==> src/rtl/mmul_pkg.sv <==
// Shared types and constant helpers for the streaming matrix multiplier.
// Offsets assume row-major flattening with element 0 in the least significant slot.
package mmul_pkg;

  typedef enum logic [1:0] {
    IDLE,
    MAC,
    DONE
  } state_t;

  function automatic int clog2_int(input int n);
    int r;
    r = 0;
    while ((1 << r) < n) r++;
    return r;
  endfunction

  // Wide enough for N full-scale products plus an accumulated base element.
  function automatic int acc_width(input int width, input int n);
    return 2 * width + clog2_int(n) + 2;
  endfunction

  function automatic int elem_off(input int row, input int col, input int ncols, input int width);
    return (row * ncols + col) * width;
  endfunction

  function automatic longint smax_val(input int width);
    return (longint'(1) <<< (width - 1)) - 1;
  endfunction

  function automatic longint smin_val(input int width);
    return -(longint'(1) <<< (width - 1));
  endfunction

  function automatic longint umax_val(input int width);
    return (longint'(1) <<< width) - 1;
  endfunction

  function automatic longint umin_val(input int width);
    return longint'(width) * 0;
  endfunction

endpackage

==> src/rtl/mmul_sat.sv <==
// Narrows a signed accumulator to WIDTH bits, clamping or wrapping, and
// reports whether the true value lay outside the signed/unsigned range.
module mmul_sat
  import mmul_pkg::*;
#(
  parameter int WIDTH = 8,
  parameter int ACC_W = 20
) (
  input  logic signed [ACC_W-1:0] acc,
  input  logic                    signed_mode,
  input  logic                    sat_en,
  output logic        [WIDTH-1:0] result,
  output logic                    ovf
);

  localparam logic signed [ACC_W-1:0] S_MAX = ACC_W'(smax_val(WIDTH));
  localparam logic signed [ACC_W-1:0] S_MIN = ACC_W'(smin_val(WIDTH));
  localparam logic signed [ACC_W-1:0] U_MAX = ACC_W'(umax_val(WIDTH));
  localparam logic signed [ACC_W-1:0] U_MIN = ACC_W'(umin_val(WIDTH));

  // Returns {ovf, result}.
  function automatic logic [WIDTH:0] saturate(input logic signed [ACC_W-1:0] v,
                                              input logic sm, input logic se);
    logic signed [ACC_W-1:0] lo;
    logic signed [ACC_W-1:0] hi;
    logic                    o;
    logic        [WIDTH-1:0] r;
    lo = sm ? S_MIN : U_MIN;
    hi = sm ? S_MAX : U_MAX;
    o  = (v < lo) || (v > hi);
    r  = v[WIDTH-1:0];
    if (se && (v < lo)) r = lo[WIDTH-1:0];
    else if (se && (v > hi)) r = hi[WIDTH-1:0];
    return {o, r};
  endfunction

  assign {ovf, result} = saturate(acc, signed_mode, sat_en);

endmodule

==> src/rtl/mmul_stream.sv <==
// Streaming C = A x B (or C += A x B) using one shared MAC, one product per clock,
// with valid/ready handshakes on both sides and a sticky overflow flag.
module mmul_stream
  import mmul_pkg::*;
#(
  parameter int M     = 3,
  parameter int N     = 3,
  parameter int K     = 3,
  parameter int L     = 3,
  parameter int WIDTH = 8
) (
  input  logic                   clk,
  input  logic                   reset,
  input  logic                   in_valid,
  output logic                   in_ready,
  input  logic [M*N*WIDTH-1:0]   mat_a,
  input  logic [K*L*WIDTH-1:0]   mat_b,
  input  logic                   signed_mode,
  input  logic                   sat_en,
  input  logic                   acc_mode,
  output logic                   out_valid,
  input  logic                   out_ready,
  output logic [M*L*WIDTH-1:0]   mat_axb,
  output logic                   overflow,
  output logic                   invalid
);

  localparam int   ACC_W     = acc_width(WIDTH, N);
  localparam int   IW        = (M > 1) ? $clog2(M) : 1;
  localparam int   JW        = (L > 1) ? $clog2(L) : 1;
  localparam int   KW        = (N > 1) ? $clog2(N) : 1;
  localparam logic VALID_CFG = (N == K);

  state_t state;
  logic [IW-1:0] i_q;
  logic [JW-1:0] j_q;
  logic [KW-1:0] k_q;

  logic [M*N*WIDTH-1:0] a_p0;
  logic [K*L*WIDTH-1:0] b_p0;
  logic                 sgn_p0;
  logic                 sat_p0;
  logic                 accm_p0;
  logic signed [ACC_W-1:0] acc_p1;

  logic        [WIDTH-1:0] a_el, b_el, c_el, sat_res;
  logic signed [ACC_W-1:0] a_ext, b_ext, c_ext, base, prod, acc_next;
  logic                    sat_ovf;
  logic                    last_k, last_j, last_i;

  assign invalid = !VALID_CFG;
  assign last_k  = (k_q == KW'(N - 1));
  assign last_j  = (j_q == JW'(L - 1));
  assign last_i  = (i_q == IW'(M - 1));

  function automatic logic signed [ACC_W-1:0] ext(input logic [WIDTH-1:0] v, input logic sm);
    return sm ? {{(ACC_W-WIDTH){v[WIDTH-1]}}, v} : {{(ACC_W-WIDTH){1'b0}}, v};
  endfunction

  // MAC stage: operand select, extend, multiply, accumulate.
  always_comb begin
    a_el     = a_p0[elem_off(int'(i_q), int'(k_q), N, WIDTH) +: WIDTH];
    b_el     = b_p0[elem_off(int'(k_q), int'(j_q), L, WIDTH) +: WIDTH];
    c_el     = mat_axb[elem_off(int'(i_q), int'(j_q), L, WIDTH) +: WIDTH];
    a_ext    = ext(a_el, sgn_p0);
    b_ext    = ext(b_el, sgn_p0);
    c_ext    = ext(c_el, sgn_p0);
    base     = accm_p0 ? c_ext : '0;
    prod     = a_ext * b_ext;
    acc_next = (k_q == '0 ? base : acc_p1) + prod;
  end

  mmul_sat #(
    .WIDTH(WIDTH),
    .ACC_W(ACC_W)
  ) u_sat (
    .acc        (acc_next),
    .signed_mode(sgn_p0),
    .sat_en     (sat_p0),
    .result     (sat_res),
    .ovf        (sat_ovf)
  );

  // Operand capture and running sum carry no reset; they are always rewritten before use.
  always_ff @(posedge clk) begin
    if (state == IDLE && in_valid && in_ready) begin
      a_p0    <= mat_a;
      b_p0    <= mat_b;
      sgn_p0  <= signed_mode;
      sat_p0  <= sat_en;
      accm_p0 <= acc_mode;
    end
    if (state == MAC) acc_p1 <= acc_next;
  end

  always_ff @(posedge clk or negedge reset) begin
    if (!reset) begin
      state     <= IDLE;
      in_ready  <= VALID_CFG;
      out_valid <= 1'b0;
      overflow  <= 1'b0;
      mat_axb   <= '0;
      i_q       <= '0;
      j_q       <= '0;
      k_q       <= '0;
    end else begin
      case (state)
        IDLE: begin
          if (in_valid && in_ready) begin
            in_ready <= 1'b0;
            overflow <= 1'b0;
            i_q      <= '0;
            j_q      <= '0;
            k_q      <= '0;
            state    <= MAC;
          end
        end
        MAC: begin
          if (last_k) begin
            mat_axb[elem_off(int'(i_q), int'(j_q), L, WIDTH) +: WIDTH] <= sat_res;
            overflow <= overflow | sat_ovf;
            k_q      <= '0;
            if (last_j) begin
              j_q <= '0;
              if (last_i) begin
                i_q       <= '0;
                out_valid <= 1'b1;
                state     <= DONE;
              end else begin
                i_q <= i_q + 1'b1;
              end
            end else begin
              j_q <= j_q + 1'b1;
            end
          end else begin
            k_q <= k_q + 1'b1;
          end
        end
        DONE: begin
          if (out_ready) begin
            out_valid <= 1'b0;
            in_ready  <= VALID_CFG;
            state     <= IDLE;
          end
        end
        default: state <= IDLE;
      endcase
    end
  end

endmodule

==> config.mk <==
export PLATFORM = sky130hd
export DESIGN_NAME = mmul_stream
export DESIGN_NICKNAME = d
export VERILOG_FILES = /design/src/rtl/mmul_pkg.sv /design/src/rtl/mmul_sat.sv /design/src/rtl/mmul_stream.sv
export SDC_FILE = /design/constraint.sdc
export NUM_CORES = 1
export LEC_CHECK = 0
export BUFFER_PORTS_ARGS = -buffer_cell sky130_fd_sc_hd__buf_2
export CAP_MARGIN = 20
export CORE_UTILIZATION = 64
export CTS_CLUSTER_SIZE = 14
export DETAILED_ROUTE_END_ITERATION = 6
export PLACE_DENSITY = 0.86
export REMOVE_ABC_BUFFERS = 1
export SLEW_MARGIN = 20
export SYNTH_ARGS = -nofsm -noshare
export SYNTH_HDL_FRONTEND = slang
export SYNTH_SLANG_ARGS = --single-unit
==> constraint.sdc <==
create_clock -name clk -period 22 [get_ports clk]
set_input_delay 6.6 -clock clk [delete_from_list [all_inputs] [get_ports clk]]
set_output_delay 6.6 -clock clk [all_outputs]
set_load 0.005 [all_outputs]
==> results of run 1 <==
-- state kept, by name (all words and copies together) (netlist names), 2 cells and up --
register	flops
k_q	2
mat_axb	72
a_p0	72
state	2
b_p0	72
i_q	2
acc_p1	20
j_q	2
-- cells by family after synthesis --
family	share of synthesized area (%)
AND/OR/NAND/NOR	6.55
other	0.0217
AO/OA/AOI/OAI	6.48
XOR/XNOR	2.55
multiplexers	12.3
adder cells (fa/ha/maj)	23.9
flip-flops	41.1
buffers and inverters	7.04
-- per-stage QoR --
step | hold WS, ns | area, sq um | utilization, %
5_1_grt | 0.545 | 19500 | 74.1
3_3_place_gp | 0.478 | 18700 | 71.2
2_1_floorplan | 0.485 | 17100 | -
4_1_cts | 0.518 | 19500 | 74.0
6_report | 0.512 | 19500 | 74.1
3_5_place_dp | 0.504 | 18700 | 71.2
-- cell usage in the layout, fill, tap and decap left out, drive strengths merged, types with 7 or more instances in the layout --
cell type | synthesis | layout
and2 | 9 | 9
inv | 272 | 274
mux2 | 78 | 78
buf | 18 | 237
nand2b | 7 | 7
fa | 133 | 133
a21oi | 40 | 40
o21ai | 33 | 33
edfxtp | 167 | 167
or3 | 8 | 8
o21a | 8 | 8
mux4 | 44 | 44
a22oi | 7 | 7
clkbuf | 26 | 35
mux2i | 25 | 25
a22o | 7 | 7
clkinv | 1 | 7
a21o | 10 | 10
a21boi | 16 | 16
dfrtp | 82 | 82
and3 | 16 | 16
nand2 | 99 | 99
xnor2 | 33 | 33
nor2 | 30 | 30
xor2 | 11 | 11
nand3 | 29 | 29
ha | 117 | 117
-- per-layer routing --
layer | vias to the layer above | routed length (microns) | share of wire, %
met5 | - | 0 | 0
met4 | 0 | 1320 | 3.2
met3 | 115 | 3010 | 7.4
met2 | 590 | 20700 | 51
met1 | 5873 | 15800 | 39
li1 | 5238 | - | -
-- worst max-delay path, delay by kind of cell (launching register included) --
| family | cells | cell delay [ns] |
|---|---|---|
| AO/OA/AOI/OAI | 8 | 3.03 |
| XOR/XNOR | 1 | 0.38 |
| adder cells (fa/ha/maj) | 11 | 5.41 |
| buffers and inverters | 13 | 1.45 |
| flip-flops | 1 | 0.44 |
| multiplexers | 1 | 0.27 |
| AND/OR/NAND/NOR | 8 | 1.86 |
-- how the worst max path moves through the flow --
stage                             from                      end  depth (start not counted)
floorplan                     in_valid       i_q[0]$_DFFE_PN0P_                          4
global placement    i_q[0]$_DFFE_PN0P_  mat_axb[34]$_DFFE_PN0P_                         42
detailed placement  i_q[0]$_DFFE_PN0P_  mat_axb[69]$_DFFE_PN0P_                         42
CTS                 i_q[0]$_DFFE_PN0P_  mat_axb[66]$_DFFE_PN0P_                         42
global route        i_q[0]$_DFFE_PN0P_  mat_axb[66]$_DFFE_PN0P_                         42
finish              i_q[0]$_DFFE_PN0P_  mat_axb[66]$_DFFE_PN0P_                         42
-- cell type report --
class	count	area [sq um]
Inverter	273	1020
Clock buffer	35	703
Sequential cell	250	7090
Antenna cell	4	10.0
Tap cell	335	419
Timing Repair Buffer	237	1220
Multi-Input combinational cell	840	8950
Clock inverter	8	41.3
Fill cell	1685	6810
==> flow_metrics.tcl, run 1 <==
set metrics [dict create \
    synth.top_cells.by_count "inv_1 (271), edfxtp_1 (167), fa_1 (133)" \
    ys_top_cells_by_area "edfxtp_1 (29%), fa_1 (15%), dfrtp_1 (12%)" \
    cts_buffers 25 \
    area_delta_synth_final_pct 12.9 \
    cp.arrival_ns 13.38 \
    first_pass_iters 6 \
    outcome "completed" \
    cts_hold_buf 0 \
    ys_types 75 \
    nNetsFinal 2028 \
    rows 59 \
    placed_cells 1935 \
    crit_type "register to register" \
    synthArstFlopShare_pct 33.2 \
    min_from "overflow$_DFFE_PN0P_" \
    hpwl_microns 31400 \
    die-area_sq_um 27600 \
    fin_tns_setup_ns 0 \
    crit_top_cell "inv_1" \
    worstPathRequired_ns 22.47 \
    antenna_found_initial 4 \
    slew_viol_final 0 \
    io_pins 227 \
    hold_viol_final 0 \
    gr-usage-met3_pct 5.29 \
    slowest_delay_ns 1.11 \
    cts-root-buf "clkbuf_16" \
    avgViaCountPerCell 5.96 \
    max_freq_mhz 77.5 \
    yosys_warnings 0 \
    clk_latency_ns 0.54 \
    portBuffers 225 \
    worstPathMaxFanout 17 \
    cp_slowest_cell "fa_1" \
    reg2regPathDepth 42 \
    postCtsSetupBuffers 0 \
    netlist_area_sq_um 17200 \
    die_y_microns 166 \
    drive_above_1_share_pct 25.4 \
    ys_ff_latch 250 \
    setup_slack_ns 9.10 \
    grt_pass1_vias 12367 \
    tightest_slew_ns 1.12 \
    gp_congestion 0.947 \
    routed_wl_microns 40800 \
    grt_max_degree 93 \
    rr_endpoint "mat_axb[66]$_DFFE_PN0P_" \
    seq_area_frac_synth_pct 41.1 \
    yosysTopAreaCellShare_pct 29.1 \
    numClockSinks 250 \
    crit_path_start_kind "register" \
    grt_pass1_wl_microns 65400 \
    gr-usage-met1_pct 39.3 \
    routedWlPerCell_microns 20.6 \
    grt.met2_usage_pct 53.0 \
    syn_inst 1407 \
    clkTransAtPathRegs_ns 0.06 \
    min_path_cells 2 \
    skew_ns 0.0250 \
    fin_crit_ns 12.90 \
    timing.max_cap.violations 0 \
    min_to "overflow$_DFFE_PN0P_" \
    dpl_worst_slack_ns 9.37 \
    synth.most_common_cell "inv_1" \
    drt-initial-drc-count 1051 \
    grt_overflow 0 \
    setup_violations 0 \
    ant_nets 0 \
    synth_edf_count 167 \
    hp-class "register to register" \
    max_slew_margin_pct 25.6 \
    vias 11816 \
    finalCritPeriodShare_pct 58.7 \
    grt_util_all_layers_pct 30.5 \
    drc 0 \
    syn_area_per_cell_sq_um 12.3 \
    start_util_pct 65.6 \
    rsz0062_at_grt "no" \
    synth_ff_type "edfxtp_1" \
    worstSetupEndpointType "register" \
    cts_tree "built" \
    yosys.area.top_type "edfxtp_1" \
    busiest_layer "met2" \
    cts-htree-levels 1 \
    core_area_sq_um 26300 \
    stdcell_count 1982 \
    cts-resized-gates 0 \
    r2r_start "i_q[0]$_DFFE_PN0P_" \
    dieWidth_microns 166 \
    clock_path_buffers 3 \
    rrSetupSlack_ns 9.10 \
]
Power of run 1 is not shown: default switching activity piles up to over one toggle a cycle in this logic, so the estimate is an artifact.
==> inputs of run 2 (changes only) <==
--- a/config.mk
+++ b/config.mk
@@ -7,10 +7,10 @@
 export LEC_CHECK = 0
 export BUFFER_PORTS_ARGS = -buffer_cell sky130_fd_sc_hd__buf_2
 export CAP_MARGIN = 20
-export CORE_UTILIZATION = 64
+export CORE_UTILIZATION = 59
 export CTS_CLUSTER_SIZE = 14
 export DETAILED_ROUTE_END_ITERATION = 6
-export PLACE_DENSITY = 0.86
+export PLACE_DENSITY = 0.8
 export REMOVE_ABC_BUFFERS = 1
 export SLEW_MARGIN = 20
 export SYNTH_ARGS = -nofsm -noshare
==> constraint.sdc (replaced) <==
create_clock -name clk -period 13.38 [get_ports clk]
set_input_delay 4.014 -clock clk [delete_from_list [all_inputs] [get_ports clk]]
set_output_delay 4.014 -clock clk [all_outputs]
set_load 0.005 [all_outputs]
==> flow_metrics.tcl, run 2 (synthesis gave the netlist of run 1 again) <==
set metrics [dict create \
    first_pass_iters 5 \
    vias 11671 \
    portBuffers 225 \
    fin_tns_setup_ns 0 \
    die_y_microns 173 \
    crit_path_start_kind "register" \
    setup_violations 0 \
    worstPathMaxFanout 13 \
    routedWlPerCell_microns 19.8 \
    slowest_delay_ns 0.83 \
    cts_buffers 26 \
    cp.arrival_ns 12.76 \
    top_regs "a_p0: 72 flops, b_p0: 72 flops, mat_axb: 72 flops" \
    tightest_slew_ns 1.04 \
    hold_viol_final 0 \
    cts-root-buf "clkbuf_16" \
    core_area_sq_um 28700 \
    grt_util_all_layers_pct 27.7 \
    crit_top_cell "inv_1" \
    r2r_start "k_q[1]$_DFFE_PN0P_" \
    routed_wl_microns 40500 \
    cts-resized-gates 0 \
    numClockSinks 250 \
    clk_latency_ns 0.53 \
    antenna_found_initial 8 \
    max_freq_mhz 81.3 \
    place_area_sq_um 18800 \
    cts-htree-levels 1 \
    drive_above_1_share_pct 25.8 \
    outcome "completed" \
    die-area_sq_um 29900 \
    max_slew_margin_pct 30.8 \
    avgViaCountPerCell 5.72 \
    grt_pass1_vias 12271 \
    slew_viol_final 0 \
    area_delta_synth_final_pct 14.0 \
    nNetsFinal 2029 \
    rows 62 \
    postCtsSetupBuffers 0 \
    grt_pass1_wl_microns 64600 \
    skew_ns 0.0149 \
    min_to "overflow$_DFFE_PN0P_" \
    finalCritPeriodShare_pct 91.9 \
    stdcell_count 2039 \
    crit_type "register to register" \
    gp_congestion 0.955 \
    setup_slack_ns 1.08 \
    cts_hold_buf 0 \
    io_pins 227 \
    finish.instance_area_sq_um 19700 \
    worstPathRequired_ns 13.84 \
    grt_overflow 0 \
    fin_crit_ns 12.30 \
    final_common_cell "inv_1" \
    min_path_cells 2 \
    worstSetupEndpointType "register" \
    most-common-layout-cells "inv_1 (271), buf_2 (224), edfxtp_1 (167), fa_1 (133), ha_1 (117)" \
    rrSetupSlack_ns 1.08 \
    start_util_pct 60.1 \
    placed_cells 1984 \
    rsz0062_at_grt "no" \
    grt_max_degree 88 \
    drc 0 \
    clock_path_buffers 3 \
    dpl_worst_slack_ns 1.20 \
    dieWidth_microns 173 \
    hpwl_microns 31400 \
    clkTransAtPathRegs_ns 0.07 \
    ant_nets 0 \
    min_from "overflow$_DFFE_PN0P_" \
    reg2regPathDepth 41 \
    rr_endpoint "mat_axb[68]$_DFFE_PN0P_" \
    hp-class "register to register" \
    cts_tree "built" \
    timing.max_cap.violations 0 \
    drt-initial-drc-count 851 \
    cp_slowest_cell "fa_1" \
]
==> run 2: critical path: cells and delay by family (launching register included) <==
| kind | cells | cell delay [ns] |
|---|---|---|
| xor+xnor | 1 | 0.40 |
| fa+ha+maj | 12 | 5.32 |
| buf+inv | 13 | 1.34 |
| compound gates | 7 | 2.63 |
| simple gates | 7 | 1.89 |
| mux | 1 | 0.23 |
| flops | 1 | 0.41 |
==> run 2: layout make-up <==
type	instances	area [sq um]
diodes	7	17.5
clock buffers	34	768
clock inverters	14	97.6
fillers	1991	9040
inverters	273	1020
multi-input cells	840	8960
flip-flops and latches	250	7090
well taps	384	480
repair buffers	237	1220
==> run 2: stage by stage <==
step | util (%) | hold WS, ns
2_1_floorplan | - | 0.485
3_3_place_gp | 65.4 | 0.480
3_5_place_dp | 65.4 | 0.512
4_1_cts | 68.4 | 0.527
5_1_grt | 68.5 | 0.550
6_report | 68.5 | 0.530
==> run 2: how the worst max path moves through the flow <==
stage	from	to	slack [ns]	cells past startpoint
after floorplan	in_valid	i_q[0]$_DFFE_PN0P_	-3.32	4
after global placement	k_q[1]$_DFFE_PN0P_	mat_axb[34]$_DFFE_PN0P_	1.53	41
after detailed placement	k_q[1]$_DFFE_PN0P_	mat_axb[69]$_DFFE_PN0P_	1.20	41
after CTS	k_q[1]$_DFFE_PN0P_	mat_axb[37]$_DFFE_PN0P_	1.11	41
after global routing	k_q[1]$_DFFE_PN0P_	mat_axb[68]$_DFFE_PN0P_	0.20	41
final	k_q[1]$_DFFE_PN0P_	mat_axb[68]$_DFFE_PN0P_	1.08	41
==> run 2: per-layer routing <==
| metal | global-route usage [%] | vias up | wire length, microns |
|---|---|---|---|
| li1 | - | 5242 | - |
| met1 | 36.1 | 5853 | 16100 |
| met2 | 47.0 | 479 | 20200 |
| met3 | 4.90 | 93 | 2890 |
| met4 | 9.99 | 4 | 1300 |
| met5 | 0 | - | 28 |
Power of run 2 is left out for the same reason.
==> inputs of run 3 (changes only) <==
--- a/config.mk
+++ b/config.mk
@@ -7,6 +7,7 @@
 export LEC_CHECK = 0
 export BUFFER_PORTS_ARGS = -buffer_cell sky130_fd_sc_hd__buf_2
 export CAP_MARGIN = 20
+export CORE_ASPECT_RATIO = 1.4
 export CORE_UTILIZATION = 59
 export CTS_CLUSTER_SIZE = 14
 export DETAILED_ROUTE_END_ITERATION = 6
==> flow_metrics.tcl, run 3 (synthesis gave the netlist of run 1 again) <==
set metrics [dict create \
    outcome "completed" \
    cts-resized-gates 0 \
    fin_crit_ns 12.09 \
    vias 11713 \
    nNetsFinal 2030 \
    postCtsSetupBuffers 0 \
    portBuffers 225 \
    core_area_sq_um 28600 \
    hpwl_microns 32400 \
    routed_wl_microns 41800 \
    crit_top_cell "inv_1" \
    die_y_microns 204 \
    grt_pass1_wl_microns 66300 \
    grt_max_degree 93 \
    first_pass_iters 5 \
    cts_hold_buf 0 \
    rsz0062_at_grt "no" \
    start_util_pct 60.3 \
    dieWidth_microns 146 \
    routedWlPerCell_microns 20.5 \
    tightest_slew_ns 1.12 \
    worstPathMaxFanout 13 \
    area_delta_synth_final_pct 13.7 \
    skew_ns 0.0128 \
    multiInputGateArea_sq_um 8960 \
    crit_type "register to register" \
    setup_violations 0 \
    drc 0 \
    cp_slowest_cell "fa_1" \
    place_area_sq_um 18800 \
    grt_overflow 0 \
    grt_pass1_vias 12659 \
    max_freq_mhz 82.7 \
    slew_viol_final 0 \
    most-common-layout-cells "inv_1 (271), buf_2 (224), edfxtp_1 (167), fa_1 (133), ha_1 (117)" \
    cts_tree "built" \
    placed_cells 1978 \
    cts_buffers 24 \
    register_area_sq_um 7090 \
    stdcell_count 2038 \
    antenna_found_initial 13 \
    clock_path_buffers 3 \
    grt_util_all_layers_pct 29.2 \
    ant_nets 0 \
    slowest_delay_ns 0.84 \
    final_common_cell "inv_1" \
    hold_viol_final 0 \
    clk_latency_ns 0.53 \
    die-area_sq_um 29900 \
    drt-initial-drc-count 873 \
    drive_above_1_share_pct 25.6 \
    clkTransAtPathRegs_ns 0.06 \
    numClockSinks 250 \
    io_pins 227 \
    worstPathRequired_ns 13.85 \
    cp.arrival_ns 12.56 \
    top_regs "a_p0: 72 flops, b_p0: 72 flops, mat_axb: 72 flops" \
    hp-class "register to register" \
    n_fill_cell 2000 \
    finish.instance_area_sq_um 19600 \
    finalCritPeriodShare_pct 90.3 \
    gp_congestion 0.901 \
    rows 73 \
    max_slew_margin_pct 25.0 \
    avgViaCountPerCell 5.75 \
    worstSetupEndpointType "register" \
    cts-htree-levels 1 \
    timing.max_cap.violations 0 \
    crit_path_start_kind "register" \
    cts-root-buf "clkbuf_16" \
]
-- run 3: changes by cell type in the layout (fill, tap and decap cells not counted), moves of 2 or more --
cell and change:
buf_4 +3, clkbuf_1 +8, clkbuf_16 -4, clkbuf_8 +2
clkinv_1 -5, clkinv_2 -3, diode_2 +9
-- run 3: final timing paths --
kind	slack, ns	to	startpoint	depth (start not counted)
max	1.29	mat_axb[11]$_DFFE_PN0P_	k_q[1]$_DFFE_PN0P_	41
max reg2reg	1.29	mat_axb[11]$_DFFE_PN0P_	k_q[1]$_DFFE_PN0P_	41
max in group asynchronous	8.92	mat_axb[23]$_DFFE_PN0P_	reset	2
min in group asynchronous	3.30	mat_axb[4]$_DFFE_PN0P_	reset	1
min	0.50	overflow$_DFFE_PN0P_	overflow$_DFFE_PN0P_	2
min reg2reg	0.50	overflow$_DFFE_PN0P_	overflow$_DFFE_PN0P_	2
-- run 3: cell type report --
class	count	share of cell area, %
diodes	16	0.204
clock buffers	39	3.66
clock inverters	5	0.274
inverters	273	5.23
multi-input cells	840	45.7
flip-flops and latches	250	36.2
well taps	375	2.39
repair buffers	240	6.35
-- run 3: per-stage QoR --
step	TNS (ns)	utilization [%]	worst slack [ns]	hold WS, ns
global placement	0	65.7	1.78	0.476
finish	0	68.6	1.29	0.496
detailed placement	0	65.7	1.40	0.485
floorplan	-384.65	-	-3.32	0.485
CTS	0	68.4	1.37	0.500
global route	0	68.6	0.317	0.549
-- run 3: worst max-delay path, delay by kind of cell, from the launching register on --
kind,cells,cell delay [ns]
xor+xnor,1,0.39
simple gates,7,1.84
mux,1,0.24
flops,1,0.40
compound gates,7,2.58
buf+inv,13,1.25
fa+ha+maj,12,5.32
-- run 3: routing by layer --
layer / track usage (%) / wire length [microns] / part of all wire (%)
met3: 3.86 / 2250 / 5.4
met5: 0 / 0 / 0
met4: 17.0 / 2320 / 5.5
met1: 33.4 / 15000 / 36
met2: 52.4 / 22300 / 53
Power of run 3 is left out for the same reason.
